[config.mk]
export PLATFORM = sky130hd
export DESIGN_NAME = flow_region_stats
export DESIGN_NICKNAME = d
export VERILOG_FILES = /design/src/rtl/flow_region_stats.sv
export SDC_FILE = /design/constraint.sdc
export NUM_CORES = 1
export LEC_CHECK = 0
export CAP_MARGIN = 20
export CORE_MARGIN = 1.5
export CORE_UTILIZATION = 54
export DETAILED_ROUTE_END_ITERATION = 8
export HOLD_SLACK_MARGIN = 0.1
export PLACE_DENSITY = 0.86
export SLEW_MARGIN = 20
export SYNTH_ARGS = -nofsm -noshare
export SYNTH_HDL_FRONTEND = slang
export SYNTH_SLANG_ARGS = --single-unit
[constraint.sdc]
create_clock -name clk -period 3.75 [get_ports clk]
set_input_delay 0.5625 -clock clk [delete_from_list [all_inputs] [get_ports clk]]
set_output_delay 0.5625 -clock clk [all_outputs]
set_load 0.02 [all_outputs]
[src/rtl/flow_region_stats.sv]
// Region mean (and optional min/max with FLOW_STATS_MINMAX_EN) of a streamed
// S8.7 optical-flow field, using a shared serial restoring divider.
module flow_region_stats #(
    parameter int IMAGE_WIDTH  = 320,
    parameter int IMAGE_HEIGHT = 240,
    parameter int FLOW_WIDTH   = 16,
    parameter int BORDER       = 4,
    parameter int COORD_WIDTH  = 10,
    parameter int SUM_WIDTH    = 32,
    parameter int COUNT_WIDTH  = 20
) (
    input  logic                          clk,
    input  logic                          rst_n,
    input  logic                          start,
    input  logic                          frame_done,
    input  logic signed [FLOW_WIDTH-1:0]  flow_u,
    input  logic signed [FLOW_WIDTH-1:0]  flow_v,
    input  logic                          flow_valid,
    input  logic [COORD_WIDTH-1:0]        region_x_min,
    input  logic [COORD_WIDTH-1:0]        region_x_max,
    input  logic [COORD_WIDTH-1:0]        region_y_min,
    input  logic [COORD_WIDTH-1:0]        region_y_max,
    output logic                          busy,
    output logic                          stats_valid,
    output logic signed [FLOW_WIDTH-1:0]  mean_u,
    output logic signed [FLOW_WIDTH-1:0]  mean_v,
    output logic [COUNT_WIDTH-1:0]        count,
    output logic                          overrun
`ifdef FLOW_STATS_MINMAX_EN
    ,
    output logic signed [FLOW_WIDTH-1:0]  min_u,
    output logic signed [FLOW_WIDTH-1:0]  max_u,
    output logic signed [FLOW_WIDTH-1:0]  min_v,
    output logic signed [FLOW_WIDTH-1:0]  max_v
`endif
);

    localparam int PW = COORD_WIDTH + 1;
    localparam int CW = $clog2(SUM_WIDTH + 1);

    typedef enum logic [2:0] {
        IDLE,
        ACCUM,
        DIV_U,
        DIV_V,
        DONE
    } state_t;

    state_t state, state_nxt;

    logic [PW-1:0]                x, y;
    logic signed [SUM_WIDTH-1:0]  sum_u, sum_v;
    logic [SUM_WIDTH-1:0]         quo;
    logic [COUNT_WIDTH-1:0]       rem;
    logic [CW-1:0]                cnt;
    logic                         neg;

    logic                         beat, in_frame, in_region, take;
    logic                         div_last;
    logic [SUM_WIDTH-1:0]         abs_u, abs_v;
    logic [COUNT_WIDTH:0]         shifted;
    logic                         fits;
    logic [COUNT_WIDTH-1:0]       rem_nxt;
    logic [SUM_WIDTH-1:0]         quo_nxt;
    logic [FLOW_WIDTH-1:0]        mag;
    logic signed [FLOW_WIDTH-1:0] result;

    assign busy        = (state == ACCUM) || (state == DIV_U) || (state == DIV_V);
    assign stats_valid = (state == DONE);
    assign div_last    = (cnt == CW'(SUM_WIDTH));

    always_comb begin
        state_nxt = state;
        unique case (state)
            IDLE, DONE: if (start) state_nxt = ACCUM;
            ACCUM:      if (frame_done) state_nxt = DIV_U;
            DIV_U:      if (div_last) state_nxt = DIV_V;
            DIV_V:      if (div_last) state_nxt = DONE;
            default:    state_nxt = IDLE;
        endcase
    end

    always_comb begin
        beat      = (state == ACCUM) && flow_valid;
        in_frame  = (y < PW'(IMAGE_HEIGHT));
        in_region = (x >= PW'(region_x_min)) && (x <= PW'(region_x_max)) &&
                    (y >= PW'(region_y_min)) && (y <= PW'(region_y_max));
        take      = beat && in_frame && in_region;
    end

    // One restoring-division step on the magnitude held in quo.
    always_comb begin
        abs_u   = sum_u[SUM_WIDTH-1] ? -sum_u : sum_u;
        abs_v   = sum_v[SUM_WIDTH-1] ? -sum_v : sum_v;
        shifted = {rem, quo[SUM_WIDTH-1]};
        fits    = (shifted >= {1'b0, count});
        rem_nxt = fits ? COUNT_WIDTH'(shifted - {1'b0, count})
                       : shifted[COUNT_WIDTH-1:0];
        quo_nxt = {quo[SUM_WIDTH-2:0], fits};
        mag     = quo_nxt[FLOW_WIDTH-1:0];
        result  = (count == '0) ? '0 : (neg ? -mag : mag);
    end

    always_ff @(posedge clk or negedge rst_n) begin
        if (!rst_n) begin
            state   <= IDLE;
            x       <= '0;
            y       <= '0;
            sum_u   <= '0;
            sum_v   <= '0;
            count   <= '0;
            overrun <= 1'b0;
            mean_u  <= '0;
            mean_v  <= '0;
            quo     <= '0;
            rem     <= '0;
            cnt     <= '0;
            neg     <= 1'b0;
        end else begin
            state <= state_nxt;
            unique case (state)
                IDLE, DONE: begin
                    if (start) begin
                        x       <= PW'(BORDER);
                        y       <= PW'(BORDER);
                        sum_u   <= '0;
                        sum_v   <= '0;
                        count   <= '0;
                        overrun <= 1'b0;
                        mean_u  <= '0;
                        mean_v  <= '0;
                    end
                end
                ACCUM: begin
                    cnt <= '0;
                    if (beat) begin
                        if (!in_frame) begin
                            overrun <= 1'b1;
                        end else if (x == PW'(IMAGE_WIDTH - 1)) begin
                            x <= PW'(BORDER);
                            y <= y + PW'(1);
                        end else begin
                            x <= x + PW'(1);
                        end
                    end
                    if (take) begin
                        sum_u <= sum_u + {{(SUM_WIDTH-FLOW_WIDTH){flow_u[FLOW_WIDTH-1]}}, flow_u};
                        sum_v <= sum_v + {{(SUM_WIDTH-FLOW_WIDTH){flow_v[FLOW_WIDTH-1]}}, flow_v};
                        count <= count + COUNT_WIDTH'(1);
                    end
                end
                DIV_U: begin
                    // First cycle loads the settled sum; then SUM_WIDTH steps.
                    if (cnt == '0) begin
                        quo <= abs_u;
                        rem <= '0;
                        neg <= sum_u[SUM_WIDTH-1];
                        cnt <= CW'(1);
                    end else if (div_last) begin
                        mean_u <= result;
                        quo    <= abs_v;
                        rem    <= '0;
                        neg    <= sum_v[SUM_WIDTH-1];
                        cnt    <= CW'(1);
                    end else begin
                        quo <= quo_nxt;
                        rem <= rem_nxt;
                        cnt <= cnt + CW'(1);
                    end
                end
                DIV_V: begin
                    quo <= quo_nxt;
                    rem <= rem_nxt;
                    if (div_last) mean_v <= result;
                    else cnt <= cnt + CW'(1);
                end
                default: ;
            endcase
        end
    end

`ifdef FLOW_STATS_MINMAX_EN
    logic first;

    assign first = (count == '0);

    always_ff @(posedge clk or negedge rst_n) begin
        if (!rst_n) begin
            min_u <= '0;
            max_u <= '0;
            min_v <= '0;
            max_v <= '0;
        end else if ((state == IDLE || state == DONE) && start) begin
            min_u <= '0;
            max_u <= '0;
            min_v <= '0;
            max_v <= '0;
        end else if (take) begin
            if (first || flow_u < min_u) min_u <= flow_u;
            if (first || flow_u > max_u) max_u <= flow_u;
            if (first || flow_v < min_v) min_v <= flow_v;
            if (first || flow_v > max_v) max_v <= flow_v;
        end
    end
`endif

endmodule
==> flow_metrics.py, run 1 <==
metrics = {
    "route": {
        "ant_nets": 0,
        "vias_per_cell": 6.18,
        "vias": 14900,
        "drtIter0Drc": 1201,
        "drt-pass1-iter-count": 7,
        "wl_mm": 42.0,
        "drc_errors": 0,
        "wl_per_cell_um": 17.4,
    },
    "worst_setup_path": {
        "required_ns": 4.18,
        "critPathMaxStageDelay_ns": 0.42,
        "path_cells": "inv_1, ha_1, nor2b_1, o31a_1, o31ai_1, buf_4, a211o_1, nand3_1, and2_1, clkinv_1, ha_1, nand2_1, o41ai_2, xnor2_1, nand2_1, o21ai_0",
        "worstPathArrival_ns": 3.91,
        "cp-startpoint": "count[1]",
        "crit_slowest_cell": "dfrtp_1",
        "crit_path_end_kind": "flip-flop",
        "critPathTopFamily": "compound AO/OA/AOI/OAI gates",
        "cp-start-kind": "flip-flop",
        "critPathMaxFanout": 6,
        "setup.worst_path.class": "reg2reg",
        "r2r_start": "count[1]",
        "crit_buf_inv": 3,
    },
    "power_and_ir_drop": {
        "powerDensity_mw_per_mm2": 504,
        "p_sw_frac": 0.389,
        "clkPwrFrac": 0.271,
        "cellLeakagePower_nw": 8.32,
        "peakVddDrop_v": 0.000498,
        "switching_power_mw": 3.59,
        "pwr-share-comb": 0.417,
        "p_seq_frac": 0.312,
        "intPower_mw": 5.62,
    },
    "job": {
        "cap_violations": 0,
    },
    "clock_tree": {
        "post_cts_buffers": 0,
        "cts_root_buf": "clkbuf_16",
        "cts_sinks": 201,
        "cts_buffers": 22,
        "cts_tree": "built",
        "clk_latency_ns": 0.52,
        "cts_buffer_depth": 3,
        "htree_levels": 1,
        "cts.clk_slew.worst_paths_ns": 0.06,
    },
    "layout": {
        "final_cell_area_mm2": 0.0183,
        "syn_to_final_growth_pct": 17.9,
        "postLayoutCoreUtil": 0.652,
        "fin_nets": 2223,
        "multi_input_area_mm2": 0.00984,
        "drive_gt1_frac": 0.0592,
        "regArea_mm2": 0.00503,
        "nFillCells": 2249,
    },
    "grt": {
        "first_global_vias": 13800,
        "antenna_found_initial": 1,
        "grt_remaining_overflow": 0,
        "grt_util_all_layers": 0.283,
        "grt_pass1_wl_mm": 68.2,
        "grt_max_degree": 77,
    },
    "sta": {
        "fmax_mhz": 287,
        "finalSetupViolations": 0,
        "tightest_slew_ns": 0.939,
        "hold_violations": 0,
        "skew_ns": 0.0123,
        "finalMaxSlewViolations": 0,
        "max_slew_margin": 0.372,
        "period_minus_slack_ns": 3.48,
        "period_share": 0.928,
    },
    "yosys": {
        "synth_largest_area_cell": "dfrtp_1",
        "ys_top_cells_by_area": "dfrtp_1, ha_1, o21ai_0",
        "synthArstFlopShare": 1.00,
        "synth_edf_count": 0,
        "synth_ff_type": "dfrtp_1",
        "ys_top_cells_by_count": "nand2_1, o21ai_0, dfrtp_1",
        "post-synth-top-count-cell": "nand2_1",
        "synth_cells": 1885,
        "synth_area_mm2": 0.0155,
        "yosysSeqAreaShare": 0.324,
        "yosys_warnings": 0,
        "ys_ff_latch": 201,
        "synth.net_count": 2096,
        "yosysTopAreaCellShare": 0.324,
        "yosys.cell_types.count": 74,
        "avgSynthCellArea_um2": 8.22,
    },
    "die": {
        "die_h_um": 172,
        "start_util": 0.553,
        "die_w_um": 172,
        "pin_count": 132,
        "fp-row-count": 61,
        "core-area_mm2": 0.0280,
        "fp.dieArea_mm2": 0.0297,
    },
    "worst_hold_path": {
        "hold_start": "mean_v[15]",
        "worstHoldPathType": "reg2reg",
    },
    "run_status": {
        "outcome": "finished clean",
    },
    "placement": {
        "io_buffer_count": 131,
        "gp_congestion": 0.955,
        "dpl_cell_area_mm2": 0.0174,
        "dp_hpwl_mm": 31.3,
    },
}
==> sequential cells by signal, indices dropped and copies added (netlist names) <==
name and flops:
overrun 1, state 3, mean_u 16, rem 20
cnt 6, x 11, quo 32, y 11
mean_v 16, sum_v 32, neg 1, sum_u 32
count 20
==> per-layer routing <==
layer  vias up  track usage  share of wire
met3       100       0.0320          0.066
met1      7078        0.379           0.43
met2       583        0.473           0.47
met5         -            0              0
met4         0        0.104          0.033
li1       7108            -              -
==> cell usage in the layout (no fill, tap or decap), drive strengths merged, types with 10 or more instances in the layout <==
master / synthesis / final
nand2: 226 / 226
clkdlybuf4s50: 0 / 130
nor2b: 12 / 12
nand4: 21 / 21
a31oi: 14 / 14
xnor2: 79 / 79
o31ai: 37 / 37
nor4: 22 / 22
a21o: 41 / 41
o21ai: 212 / 212
buf: 13 / 49
nand3: 90 / 90
nor3: 25 / 25
or4: 12 / 12
o211ai: 16 / 16
ha: 131 / 131
o21bai: 11 / 11
and2: 10 / 10
nor2: 123 / 123
a22o: 11 / 11
and3: 24 / 24
o21a: 17 / 17
inv: 94 / 96
a211oi: 32 / 32
dfrtp: 201 / 201
nand2b: 21 / 21
xor2: 66 / 66
clkbuf: 65 / 29
o41ai: 20 / 20
or3: 21 / 21
a21oi: 114 / 114
==> kinds of logic after synthesis <==
group,synth area share
and+or+nand+nor,0.199
AOI/OAI and AO/OA,0.238
DFF,0.324
buffers and inverters,0.0425
xor gates and xnor gates,0.0819
adders and majority gates,0.110
muxes,0.00460
==> worst reg2reg max path: stages, from the launching register on <==
cell      delay [ns]
dfrtp_1         0.42
inv_1           0.19
ha_1            0.28
nor2b_1         0.16
o31a_1          0.28
o31ai_1         0.23
buf_4           0.17
a211o_1         0.19
nand3_1         0.14
and2_1          0.18
clkinv_1        0.06
ha_1            0.16
nand2_1         0.16
o41ai_2         0.34
xnor2_1         0.16
nand2_1         0.10
o21ai_0         0.18
==> worst paths after layout <==
check | slack, ns | endpoint | cells after the start
setup / recovery | 0.27 | mean_v[14] | 16
max in group asynchronous | 2.12 | quo[11] | 3
setup reg to reg | 0.27 | mean_v[14] | 16
hold / removal | 0.49 | mean_v[15] | 2
min in group asynchronous | 0.63 | count[8] | 2
hold reg to reg | 0.49 | mean_v[15] | 2
==> through the flow <==
step / total power, mW / worst slack, ns / setup TNS [ns] / hold slack [ns] / std cells
2_1_floorplan: 5.59 / 0.0697 / 0 / 0.267 / 1885
3_3_place_gp: 6.51 / 0.0462 / 0 / 0.463 / 2365
3_5_place_dp: 6.66 / -0.0138 / -0.0138 / 0.473 / 2365
4_1_cts: 9.17 / 0.211 / 0 / 0.486 / 2406
5_1_grt: 9.81 / -0.00271 / -0.00271 / 0.495 / 2407
6_report: 9.21 / 0.271 / 0 / 0.485 / 2407
==> layout make-up <==
| cell class | instances | area share |
|---|---|---|
| multi-input cells | 1511 | 0.538 |
| flip-flops and latches | 201 | 0.275 |
| inverters | 95 | 0.0195 |
| well taps | 378 | 0.0259 |
| clock inverters | 12 | 0.0109 |
| diodes | 1 | 0.000137 |
| repair buffers | 181 | 0.0947 |
| clock buffers | 28 | 0.0353 |
==> timing repair <==
action / CTS / global route
endpoints found under the setup margin: 0 / 2
resized for setup: 0 / 1
endpoints found under the hold margin: 5 / 0
hold buffers: 1 / 0
==> power groups by stage <==
stage / logic [mW] / clock network (mW) / registers, mW
floorplan: 2.77 / 0 / 2.82
global placement: 3.64 / 0 / 2.88
detailed placement: 3.77 / 0 / 2.89
CTS: 3.80 / 2.51 / 2.86
global route: 4.30 / 2.60 / 2.92
finish: 3.84 / 2.50 / 2.87
(Power assumes the default switching activity.)
==> run 2: changes to the inputs <==
==> constraint.sdc (replaced) <==
create_clock -name clk -period 3.75 [get_ports clk]
set_input_delay 0.5625 -clock clk [delete_from_list [all_inputs] [get_ports clk]]
set_output_delay 0.5625 -clock clk [all_outputs]
set_load 0.01 [all_outputs]
==> run 2 against run 1 <==
Clock skew grew 0.0066 ns; flip-flop and latch count is the same; clock-buffer cell count grew 5; total power shrank 2.8%; die area is the same; worst hold slack lost 0.0087 ns; sequential power is essentially flat; via count shrank 0.11%; wire length grew 0.68%; non-clock buffer count shrank 3; clock power shrank 10%; combinational power is essentially flat; highest routed layer unchanged.
==> flow_metrics.py, run 2 (synthesis gave the netlist of run 1 again) <==
metrics = {
    "clock_tree": {
        "post_cts_buffers": 0,
        "cts_sinks": 201,
        "htree_levels": 1,
        "cts_buffers": 23,
        "cts_root_buf": "clkbuf_16",
        "cts_buffer_depth": 3,
        "clk_latency_ns": 0.53,
        "cts_tree": "built",
        "cts.clk_slew.worst_paths_ns": 0.06,
    },
    "die": {
        "pin_count": 132,
        "die_h_um": 172,
        "die_w_um": 172,
        "fp.dieArea_mm2": 0.0297,
        "start_util": 0.553,
        "fp-row-count": 61,
        "core-area_mm2": 0.0280,
    },
    "layout": {
        "final_common_cell": "nand2_1",
        "syn_to_final_growth_pct": 17.3,
        "fin_nets": 2221,
        "mostFrequentLayoutCells": "nand2_1, o21ai_0, dfrtp_1",
        "nFillCells": 2263,
        "postLayoutCoreUtil": 0.649,
        "finalNonFillerCells": 2406,
        "reg_top3": "quo x32, sum_u x32, sum_v x32",
        "final_cell_area_mm2": 0.0182,
        "drive_gt1_frac": 0.0577,
    },
    "power_and_ir_drop": {
        "peakVddDrop_v": 0.000388,
        "pwr-share-comb": 0.427,
        "p_seq_frac": 0.321,
        "cellLeakagePower_nw": 8.27,
        "powerDensity_mw_per_mm2": 492,
        "intPower_mw": 5.39,
        "total_power_mw": 8.95,
        "switching_power_mw": 3.56,
        "clkPwrFrac": 0.251,
        "p_sw_frac": 0.398,
    },
    "sta": {
        "period_minus_slack_ns": 3.46,
        "setup_tns_ns": 0,
        "hold_violations": 0,
        "finalMaxSlewViolations": 0,
        "skew_ns": 0.0189,
        "grt_setup_unrepaired": "false",
        "setup_ws_ns": 0.288,
        "whs_ns": 0.476,
        "max_slew_margin": 0.393,
        "fmax_mhz": 289,
        "finalSetupViolations": 0,
        "period_share": 0.923,
        "tightest_slew_ns": 0.907,
    },
    "worst_hold_path": {
        "worstHoldPathType": "reg2reg",
    },
    "job": {
        "cap_violations": 0,
    },
    "route": {
        "wl_per_cell_um": 17.6,
        "drt-pass1-iter-count": 5,
        "ant_nets": 0,
        "wl_mm": 42.3,
        "vias_per_cell": 6.17,
        "drc_errors": 0,
        "drtIter0Drc": 1102,
        "vias": 14900,
    },
    "placement": {
        "io_buffer_count": 131,
        "dp_cells": 2362,
        "dpl_cell_area_mm2": 0.0174,
        "preCtsSetupSlack_ns": -0.00135,
        "gp_congestion": 0.939,
        "dp_hpwl_mm": 31.1,
    },
    "worst_setup_path": {
        "required_ns": 4.16,
        "critPathMaxFanout": 6,
        "setup.worst_path.class": "reg2reg",
        "cp-start-kind": "flip-flop",
        "crit_path_end_kind": "flip-flop",
        "crit_buf_inv": 3,
        "critPathTopFamily": "simple AND/OR/NAND/NOR gates",
        "crit_slowest_cell": "dfrtp_1",
        "worstPathArrival_ns": 3.87,
        "critPathMaxStageDelay_ns": 0.45,
        "path_cells": "inv_1, ha_1, nand4_1, nor2_1, o31ai_2, buf_4, a211o_1, nand3_1, and2_1, clkinv_1, ha_1, nand2_2, o21ai_0, xnor2_1, and2_1, a22o_1",
    },
    "grt": {
        "antenna_found_initial": 1,
        "first_global_vias": 14100,
        "grt_max_degree": 77,
        "grt_pass1_wl_mm": 69.1,
        "grt_util_all_layers": 0.286,
        "grt_remaining_overflow": 0,
    },
    "run_status": {
        "outcome": "finished clean",
    },
}
## run 2: changes by cell type in the layout (fill, tap and decap cells not counted), sizes merged
cell    delta
clkbuf     +5
buf        -3
bufinv     -3
clkinv     +1
inv        -1
## run 2: worst paths after layout
| path | slack (ns) | end | depth (start not counted) | from |
|---|---|---|---|---|
| min in group asynchronous | 0.55 | count[11] | 2 | rst_n |
| worst min-delay path | 0.48 | mean_v[15] | 2 | mean_v[15] |
| worst max-delay path | 0.29 | mean_u[12] | 16 | count[5] |
| worst min register to register | 0.48 | mean_v[15] | 2 | mean_v[15] |
| max in group asynchronous | 2.32 | sum_u[9] | 3 | rst_n |
| worst max register to register | 0.29 | mean_u[12] | 16 | count[5] |
## run 2: final cells by class
cell class,count,area [um^2],area share
clock buffer,33,643,0.0354
tap,378,473,0.0260
multi-input combinational,1511,9860,0.542
sequential,201,5030,0.277
timing repair buffer,178,1720,0.0946
clock inverter,9,101,0.00557
inverter,95,357,0.0196
antenna,1,2.50,0.000138
## run 2: what timing repair did
action | 4_1_cts | 5_1_grt
endpoints found under the setup margin | 0 | 10
hold buffers | 1 | 0
resized for setup | 0 | 6
endpoints found under the hold margin | 45 | 0
## run 2: routing by layer
metal	vias to the layer above	track usage	share of wire
li1	7094	-	-
met1	7137	0.386	0.43
met2	522	0.469	0.47
met3	99	0.0357	0.070
met4	0	0.110	0.031
met5	-	0	0
## run 2: power by group through the flow
| stage | combinational [mW] | clock [mW] | sequential (mW) |
|---|---|---|---|
| after floorplan | 2.76 | 0 | 2.78 |
| after global placement | 3.57 | 0 | 2.88 |
| after detailed placement | 3.72 | 0 | 2.89 |
| after CTS | 3.74 | 2.27 | 2.86 |
| after global routing | 4.28 | 2.35 | 2.92 |
| final | 3.82 | 2.25 | 2.88 |
## run 2: worst min-delay path, cell delays in order (launching register included)
cell	delay, ns
dfrtp_1	0.34
nand2_1	0.04
o21ai_0	0.06
==> run 3: changes to the inputs <==
--- a/config.mk
+++ b/config.mk
@@ -5,12 +5,13 @@
 export SDC_FILE = /design/constraint.sdc
 export NUM_CORES = 1
 export LEC_CHECK = 0
+export ABC_AREA = 1
 export CAP_MARGIN = 20
 export CORE_MARGIN = 1.5
-export CORE_UTILIZATION = 54
+export CORE_UTILIZATION = 55
 export DETAILED_ROUTE_END_ITERATION = 8
 export HOLD_SLACK_MARGIN = 0.1
-export PLACE_DENSITY = 0.86
+export PLACE_DENSITY = 0.84
 export SLEW_MARGIN = 20
 export SYNTH_ARGS = -nofsm -noshare
 export SYNTH_HDL_FRONTEND = slang
==> constraint.sdc (replaced) <==
create_clock -name clk -period 3.25 [get_ports clk]
set_input_delay 0.4875 -clock clk [delete_from_list [all_inputs] [get_ports clk]]
set_output_delay 0.4875 -clock clk [all_outputs]
set_load 0.01 [all_outputs]
==> run 3 against run 2 <==
Clock skew decreased by 0.0021 ns; non-clock buffer count up 25; worst setup slack got worse by 0.062 ns; worst hold slack improved by 0.014 ns; final cell count rose by 33%.
==> flow_metrics.py, run 3 <==
metrics = {
    "route": {
        "drc_errors": 0,
        "drtIter0Drc": 2159,
        "drt-pass1-iter-count": 7,
        "wl_per_cell_um": 18.4,
        "wl_mm": 58.6,
        "ant_nets": 0,
        "vias_per_cell": 5.94,
        "vias": 19000,
    },
    "power_and_ir_drop": {
        "powerDensity_mw_per_mm2": 596,
        "peakVddDrop_v": 0.000445,
        "cellLeakagePower_nw": 10.2,
    },
    "worst_setup_path": {
        "cp-start-kind": "flip-flop",
        "path_cells": "inv_2, ha_1, nand2_1, inv_1, nand2_1, nand3_4, nand2_1, nand2_2, nand2_2, nand2_2, inv_2, ha_2, nand3_2, nor2_1, nand3_1, nor2_2, nor2_1, a21oi_2, o21ai_1, or2_0, nand3_1, o21ai_0",
        "crit_path_end_kind": "flip-flop",
        "worstPathArrival_ns": 3.41,
        "setup.worst_path.class": "reg2reg",
        "critPathMaxStageDelay_ns": 0.39,
        "r2r_setup_slack_ns": 0.23,
        "critPathMaxFanout": 4,
        "required_ns": 3.63,
        "crit_slowest_cell": "dfrtp_1",
        "critPathTopFamily": "simple AND/OR/NAND/NOR gates",
        "crit_buf_inv": 3,
    },
    "yosys": {
        "synth_cells": 2615,
        "synth.net_count": 2826,
        "yosys.cell_types.count": 54,
        "synth_edf_count": 0,
        "ys_top_cells_by_count": "nand2_1, inv_1, nor2_1",
        "post-synth-top-count-cell": "nand2_1",
        "ys_ff_latch": 201,
        "ys_top_cells_by_area": "dfrtp_1, nand2_1, ha_1",
        "yosys_warnings": 0,
        "avgSynthCellArea_um2": 6.64,
        "yosysTopAreaCellShare": 0.290,
        "synth_largest_area_cell": "dfrtp_1",
        "synth_area_mm2": 0.0174,
        "synth_ff_type": "dfrtp_1",
        "synthArstFlopShare": 1.00,
        "yosysSeqAreaShare": 0.290,
    },
    "die": {
        "die_w_um": 181,
        "die_h_um": 181,
        "pin_count": 132,
        "fp.dieArea_mm2": 0.0326,
        "start_util": 0.563,
        "core-area_mm2": 0.0308,
        "fp-row-count": 64,
    },
    "sta": {
        "fmax_mhz": 331,
        "max_slew_margin": 0.483,
        "finalSetupViolations": 0,
        "grt_setup_unrepaired": "false",
        "finalMaxSlewViolations": 0,
        "skew_ns": 0.0168,
        "setup_tns_ns": 0,
        "tightest_slew_ns": 0.768,
        "whs_ns": 0.490,
        "period_minus_slack_ns": 3.02,
        "hold_violations": 0,
        "period_share": 0.930,
    },
    "clock_tree": {
        "post_cts_buffers": 0,
        "clk_latency_ns": 0.53,
        "cts_sinks": 201,
        "cts_buffers": 25,
        "htree_levels": 1,
        "cts_tree": "built",
        "cts_root_buf": "clkbuf_16",
        "cts_buffer_depth": 3,
        "cts.clk_slew.worst_paths_ns": 0.06,
    },
    "layout": {
        "mostFrequentLayoutCells": "nand2_1, inv_1, nor2_1",
        "postLayoutCoreUtil": 0.666,
        "regArea_mm2": 0.00503,
        "fin_nets": 2988,
        "reg_top3": "quo x32, sum_u x32, sum_v x32",
        "final_common_cell": "nand2_1",
        "diodes": 0,
        "multi_input_area_mm2": 0.0110,
        "syn_to_final_growth_pct": 18.2,
        "nFillCells": 2710,
        "drive_gt1_frac": 0.0730,
    },
    "worst_hold_path": {
        "worstHoldPathType": "reg2reg",
    },
    "grt": {
        "busiest_layer": "met2",
        "grt.met2_usage": 0.570,
        "grtUsageMet3": 0.0520,
        "grt_remaining_overflow": 0,
        "grt_pass1_wl_mm": 94.4,
        "use_met1": 0.495,
        "first_global_vias": 18100,
        "grt_max_degree": 76,
        "antenna_found_initial": 0,
        "grt_util_all_layers": 0.355,
    },
    "job": {
        "cap_violations": 0,
    },
    "placement": {
        "io_buffer_count": 131,
        "dp_hpwl_mm": 44.4,
        "gp_congestion": 1.02,
    },
    "run_status": {
        "outcome": "finished clean",
    },
}
## run 3: cell count changes after synthesis, moves of 28 or more
cell      change
inv_1       +189
o21ai_1      +64
a21o_1       -35
nand3_1     +132
a211oi_1     -29
nor2_1      +126
o31ai_1      -35
xnor2_1      -54
nand4_1      +28
o21ai_0      -30
nor3_1       +28
clkbuf_1     -28
nand2_1     +421
a21oi_1      +80
## run 3: power by group
group | total, mW | internal, mW | leakage (nW) | switching (mW)
Clock | 3.07 | 1.88 | 0.430 | 1.19
Sequential | 3.35 | 2.93 | 2.75 | 0.421
Combinational | 5.81 | 2.03 | 7.02 | 3.77
## run 3: per-stage QoR
stage,instances,power (mW),worst slack [ns],instance area [um^2]
floorplan,2615,7.05,0.0318,17400
global placement,3145,8.72,0.168,19500
detailed placement,3145,8.84,0.0634,19500
CTS,3191,11.9,0.0464,20400
global route,3191,13.0,0.0108,20500
finish,3191,12.2,0.226,20500
## run 3: area by class of cell
type                    count  area share
well taps                 396      0.0241
repair buffers            203      0.0935
multi-input cells        2041       0.538
flip-flops and latches    201       0.245
clock inverters            16      0.0108
clock buffers              29      0.0327
inverters                 305      0.0558
## run 3: layer usage
| metal | vias to the layer above | wire length, um |
|---|---|---|
| li1 | 9114 | - |
| met1 | 8817 | 25700 |
| met2 | 904 | 26300 |
| met3 | 121 | 4980 |
| met4 | 0 | 1580 |
| met5 | - | 0 |
## run 3: path summary, 6_finish.rpt
path	from	end	depth (start not counted)
worst max register to register	count[3]	mean_u[14]	22
min in group asynchronous	rst_n	count[13]	2
worst min register to register	mean_v[6]	mean_v[6]	2
worst min-delay path	mean_v[6]	mean_v[6]	2
max in group asynchronous	rst_n	sum_u[12]	3
worst max-delay path	count[3]	mean_u[14]	22
## run 3: logic make-up after synthesis
kind of cell             Yosys count  synth area share
adder cells (fa/ha/maj)          134            0.0978
flip-flops                       201             0.290
AND/OR/NAND/NOR                 1291             0.320
AO/OA/AOI/OAI                    540             0.171
buffers and inverters            373            0.0839
XOR/XNOR                          76            0.0383
## run 3: worst min-delay path, stage by stage (launching register included)
cell	delay, ns
dfrtp_1	0.34
nand2_1	0.05
o21ai_0	0.06
## run 3: repair_timing
| item | in CTS | in global routing |
|---|---|---|
| hold endpoints to repair | 71 | 0 |
| hold buffers | 1 | 0 |
| setup endpoints to repair | 0 | 4 |
| gates resized for setup | 0 | 30 |
